### config.mk
export PLATFORM = sky130hd
export DESIGN_NAME = isp_stream_arbiter
export DESIGN_NICKNAME = d
export VERILOG_FILES = /design/src/rtl/isp_stream_arbiter.sv
export SDC_FILE = /design/constraint.sdc
export NUM_CORES = 1
export LEC_CHECK = 0
export CAP_MARGIN = 20
export CORE_ASPECT_RATIO = 1.2
export CORE_MARGIN = 4
export CORE_UTILIZATION = 45
export CTS_BUF_LIST = sky130_fd_sc_hd__clkbuf_8
export DETAILED_ROUTE_END_ITERATION = 6
export PLACE_DENSITY = 0.89
export SLEW_MARGIN = 20
export SYNTH_ARGS = -nofsm -noshare
export SYNTH_HDL_FRONTEND = slang
export SYNTH_SLANG_ARGS = --single-unit
### constraint.sdc
create_clock -name system_clock -period 3.8 [get_ports system_clock]
set_input_delay 0.57 -clock system_clock [delete_from_list [all_inputs] [get_ports system_clock]]
set_output_delay 0.57 -clock system_clock [all_outputs]
set_load 0.03 [all_outputs]
### src/rtl/isp_stream_arbiter.sv
// Three-source AXI-Stream packet arbiter (pixel/aidat/thumb) feeding the SDRAM writer.
// Define ISP_ARB_FIXPRIO_EN for fixed priority 0>1>2 instead of round-robin.
module isp_stream_arbiter #(
  parameter int unsigned LOCK_TIMEOUT = 1024
) (
  input  logic        system_clock,
  input  logic        system_rstn,
  input  logic        sof,
  input  logic        s0_tvalid,
  output logic        s0_tready,
  input  logic [15:0] s0_tdata,
  input  logic [1:0]  s0_tstrb,
  input  logic        s0_tlast,
  input  logic        s1_tvalid,
  output logic        s1_tready,
  input  logic [15:0] s1_tdata,
  input  logic [1:0]  s1_tstrb,
  input  logic        s1_tlast,
  input  logic        s2_tvalid,
  output logic        s2_tready,
  input  logic [15:0] s2_tdata,
  input  logic [1:0]  s2_tstrb,
  input  logic        s2_tlast,
  output logic        m_tvalid,
  input  logic        m_tready,
  output logic [15:0] m_tdata,
  output logic [1:0]  m_tstrb,
  output logic        m_tlast,
  output logic [1:0]  m_tid,
  output logic        busy,
  output logic        err_timeout
);

  localparam int unsigned CntW = $clog2(LOCK_TIMEOUT + 1);

  typedef enum logic {StIdle, StGrant} state_e;

  state_e          state_q, state_d;
  logic [1:0]      grant_q, grant_d;
  logic [1:0]      ptr_q, ptr_d;
  logic [CntW-1:0] cnt_q, cnt_d;
  logic            sof_pend_q, sof_pend_d;

  logic [2:0]  s_tvalid;
  logic        sg_tvalid, sg_tlast;
  logic [15:0] sg_tdata;
  logic [1:0]  sg_tstrb;
  logic [1:0]  start, pick, grant_next;
  logic        pick_valid, xfer, pkt_end, timeout_hit;

  assign s_tvalid = {s2_tvalid, s1_tvalid, s0_tvalid};

  always_comb begin
    sg_tvalid = 1'b0;
    sg_tlast  = 1'b0;
    sg_tdata  = '0;
    sg_tstrb  = '0;
    unique case (grant_q)
      2'd0: begin
        sg_tvalid = s0_tvalid;
        sg_tlast  = s0_tlast;
        sg_tdata  = s0_tdata;
        sg_tstrb  = s0_tstrb;
      end
      2'd1: begin
        sg_tvalid = s1_tvalid;
        sg_tlast  = s1_tlast;
        sg_tdata  = s1_tdata;
        sg_tstrb  = s1_tstrb;
      end
      2'd2: begin
        sg_tvalid = s2_tvalid;
        sg_tlast  = s2_tlast;
        sg_tdata  = s2_tdata;
        sg_tstrb  = s2_tstrb;
      end
      default: ;
    endcase
  end

`ifdef ISP_ARB_FIXPRIO_EN
  assign start = 2'd0;
`else
  // A same-cycle sof restarts the rotation at source 0 before arbitrating.
  assign start = sof ? 2'd0 : ptr_q;
`endif

  // Walk candidates from the farthest down to start so the nearest valid one wins.
  always_comb begin
    logic [2:0] idx;
    pick       = 2'd0;
    pick_valid = 1'b0;
    idx        = '0;
    for (int k = 2; k >= 0; k--) begin
      idx = {1'b0, start} + 3'(k);
      if (idx >= 3'd3) idx = idx - 3'd3;
      if (s_tvalid[idx[1:0]]) begin
        pick       = idx[1:0];
        pick_valid = 1'b1;
      end
    end
  end

  assign grant_next  = (grant_q == 2'd2) ? 2'd0 : grant_q + 2'd1;
  assign xfer        = (state_q == StGrant) && sg_tvalid && m_tready;
  assign pkt_end     = xfer && sg_tlast;
  assign timeout_hit = (state_q == StGrant) && !sg_tvalid &&
                       (cnt_q == CntW'(LOCK_TIMEOUT - 1));

  always_ff @(posedge system_clock or negedge system_rstn) begin
    if (!system_rstn) begin
      state_q    <= StIdle;
      grant_q    <= 2'd0;
      ptr_q      <= 2'd0;
      cnt_q      <= '0;
      sof_pend_q <= 1'b0;
    end else begin
      state_q    <= state_d;
      grant_q    <= grant_d;
      ptr_q      <= ptr_d;
      cnt_q      <= cnt_d;
      sof_pend_q <= sof_pend_d;
    end
  end

  always_comb begin
    state_d    = state_q;
    grant_d    = grant_q;
    ptr_d      = ptr_q;
    cnt_d      = cnt_q;
    sof_pend_d = sof_pend_q;
    unique case (state_q)
      StIdle: begin
        cnt_d      = '0;
        sof_pend_d = 1'b0;
        if (sof) ptr_d = 2'd0;
        if (pick_valid) begin
          state_d = StGrant;
          grant_d = pick;
        end
      end
      StGrant: begin
        sof_pend_d = sof_pend_q | sof;
        if (pkt_end || timeout_hit) begin
          state_d    = StIdle;
          ptr_d      = (sof_pend_q || sof) ? 2'd0 : grant_next;
          sof_pend_d = 1'b0;
          cnt_d      = '0;
        end else if (xfer) begin
          cnt_d = '0;
        end else if (!sg_tvalid) begin
          cnt_d = cnt_q + CntW'(1);
        end
      end
      default: state_d = StIdle;
    endcase
  end

  always_comb begin
    m_tvalid    = 1'b0;
    m_tdata     = '0;
    m_tstrb     = '0;
    m_tlast     = 1'b0;
    m_tid       = 2'd0;
    busy        = 1'b0;
    err_timeout = 1'b0;
    s0_tready   = 1'b0;
    s1_tready   = 1'b0;
    s2_tready   = 1'b0;
    if (state_q == StGrant) begin
      m_tvalid    = sg_tvalid;
      m_tdata     = sg_tdata;
      m_tstrb     = sg_tstrb;
      m_tlast     = sg_tlast;
      m_tid       = grant_q;
      busy        = 1'b1;
      err_timeout = timeout_hit;
      s0_tready   = (grant_q == 2'd0) && m_tready;
      s1_tready   = (grant_q == 2'd1) && m_tready;
      s2_tready   = (grant_q == 2'd2) && m_tready;
    end
  end

endmodule
==> results_dict.tcl <==
set metrics [dict create \
    status "finished clean" \
    synth-edff-count 0 \
    hold_start "cnt_q[10]" \
    netlist.area_leader.share_pct 23.7 \
    syn_to_final_growth_pct 54.2 \
    reg2reg_to "grant_q[1]" \
    fp.dieH_microns 77.1 \
    rsz0062_at_grt "false" \
    r2r-start "ptr_q[0]" \
    arrival_ns 2.56 \
    finalCritPeriodShare_pct 82.5 \
    cts_setup_buffers 0 \
    dieArea_sq_um 5060 \
    tns_ns 0 \
    clock_latency_ns 0.25 \
    io_pins 91 \
    p_per_area_nw_per_um2 585 \
    synth.most_common_cell "nor2_1" \
    root_buffer "clkbuf_8" \
    drive_gt1_share_pct 6.27 \
    drt-vias-per-instance 5.63 \
    synth_area_leaders "dfrtp_1 (24%), mux2i_1 (13%), nor2_1 (8.8%), a21oi_1 (6.4%), nand2_1 (4.0%)" \
    startpoint "s2_tvalid" \
    cts_hold_buf 0 \
    nets 389 \
    required_ns 3.23 \
    post_cts_resized 0 \
    grt_pass1_wl_mm 9.76 \
    synthesis.area_sq_um 1790 \
    power_mw 1.62 \
    crit_fanout 10 \
    clockBufferDepth 2 \
    period_needed_ns 3.13 \
    gr-total-overflow 0 \
    max_freq_mhz 319 \
    fp.dieW_microns 65.6 \
    gp_congestion 0.940 \
    worstRegToRegCells 7 \
    htree_num_levels 1 \
    detail_route.drc_violations 0 \
    cap_viol_max_count 0 \
    reg2reg_slack_ns 1.66 \
    worst_pin_slew_ns 0.949 \
    synthTopCellsByCount "nor2_1 (42), a21oi_1 (23), mux2i_1 (23), nand2_1 (19), dfrtp_1 (17)" \
    grt_pass1_vias 2096 \
    clk_pin_slew_ns 0.07 \
    num_antenna_cells 0 \
    hold_path_depth 2 \
    fin_ws_ns 0.665 \
    min_to "cnt_q[10]" \
    synth-main-ff-cell "dfrtp_1" \
    syn-num-nets 307 \
    dr.pass1.iters 4 \
    cp-end-kind "primary output" \
    hold_violations 0 \
    yosysWarnings 0 \
    path_class "in2out" \
    cts_tree "yes" \
    avgSynthCellArea_sq_um 7.53 \
    rows 24 \
    place_hpwl_mm 4.49 \
    max_slew_margin_pct 36.7 \
    drt_iter0_markers 208 \
    portBuffers 90 \
    dp_slack_ns 0.657 \
    drt_wl_total_mm 6.01 \
    grtUsageTotal_pct 23.8 \
    hold_class "reg2reg" \
    leakagePower_nw 1.10 \
    peakVddDrop_mv 0.493 \
    setup_viol 0 \
    vias 2087 \
    coreArea_sq_um 3720 \
    cts_buffers 3 \
    start_util_pct 48.2 \
    async_reset_ff_share_pct 100 \
    clock-skew-final_ns 0.00452 \
    finalMaxSlewViolations 0 \
    syn_inst 238 \
    wl_per_cell_microns 16.2 \
    ys_types 43 \
    drtAntennaViolNets 0 \
    ys_seq_area_share_pct 23.7 \
    start_kind "primary input" \
    grt_max_degree 30 \
    antenna_found_initial 0 \
    cts.sink_count 17 \
    synth-seq-cells 17 \
    yosysTopAreaCell "dfrtp_1" \
]
==> layout by cell type, fill, tap and decap left out, drive strengths merged, types with 4 or more instances in the layout <==
cell,netlist,routed
a21oi,23,23
and3,8,8
buf,6,7
clkdlybuf4s50,0,89
dfrtp,17,17
ha,5,5
inv,6,6
mux2,5,5
mux2i,24,24
nand2,19,19
nand3,9,9
nor2,42,42
nor2b,8,8
nor3,6,6
o21ai,4,4
o221ai,4,4
==> state kept, by name (all words and copies together) (netlist names) <==
register	cells
cnt_q	11
grant_q	2
ptr_q	2
sof_pend_q	1
state_q	1
==> worst max-delay path, cell delays in order <==
cell	delay, ns
clkdlybuf4s50_1	0.53
mux2i_1	0.38
o2bb2ai_4	0.18
nor3_1	0.20
clkdlybuf4s50_1	0.70
==> how the worst max path moves through the flow <==
stage                     slack [ns]     endpoint
final                           0.67  err_timeout
after CTS                       0.65  err_timeout
after detailed placement        0.66  err_timeout
after global placement          0.71  err_timeout
after floorplan                 1.22  err_timeout
after global routing            0.50  err_timeout
==> routing by layer <==
metal	global-route usage, %	up-vias	part of all wire [%]
met3	5.56	6	8.9
met1	29.8	974	39
met5	0	-	0
li1	-	1014	-
met4	5.60	0	1.0
met2	40.6	93	51
==> where the power goes <==
group          switching [mW]  internal (mW)
clock                  0.0658         0.0728
combinational           0.728          0.504
sequential             0.0297          0.216
==> stage by stage <==
stage	instance area [sq um]	util [%]	cells	hold WS, ns
final	2770	74.3	371	0.527
after global routing	2770	74.3	371	0.564
after CTS	2770	74.3	371	0.531
after detailed placement	2720	73.0	367	0.518
after global placement	2720	73.0	367	0.503
after floorplan	1790	-	238	0.274
==> kinds of logic (layout without fill, tap and decap cells) <==
family                   count (synthesis)  count (layout)  share of synthesized area (%)
multiplexers                            29              29                           17.2
AO/OA/AOI/OAI                           51              51                           19.1
AND/OR/NAND/NOR                        111             111                           30.6
flip-flops                              17              17                           23.7
buffers and inverters                   25             106                           5.86
adder cells (fa/ha/maj)                  5               5                           3.49
==> layout make-up <==
cell class | count | area, sq um
Clock buffer | 3 | 41.3
Clock inverter | 1 | 5.00
Fill cell | 306 | 958
Inverter | 6 | 22.5
Multi-Input combinational cell | 196 | 1260
Sequential cell | 17 | 425
Tap cell | 52 | 65.1
Timing Repair Buffer | 96 | 943
No activity file was read; power rests on OpenSTA's default activity.
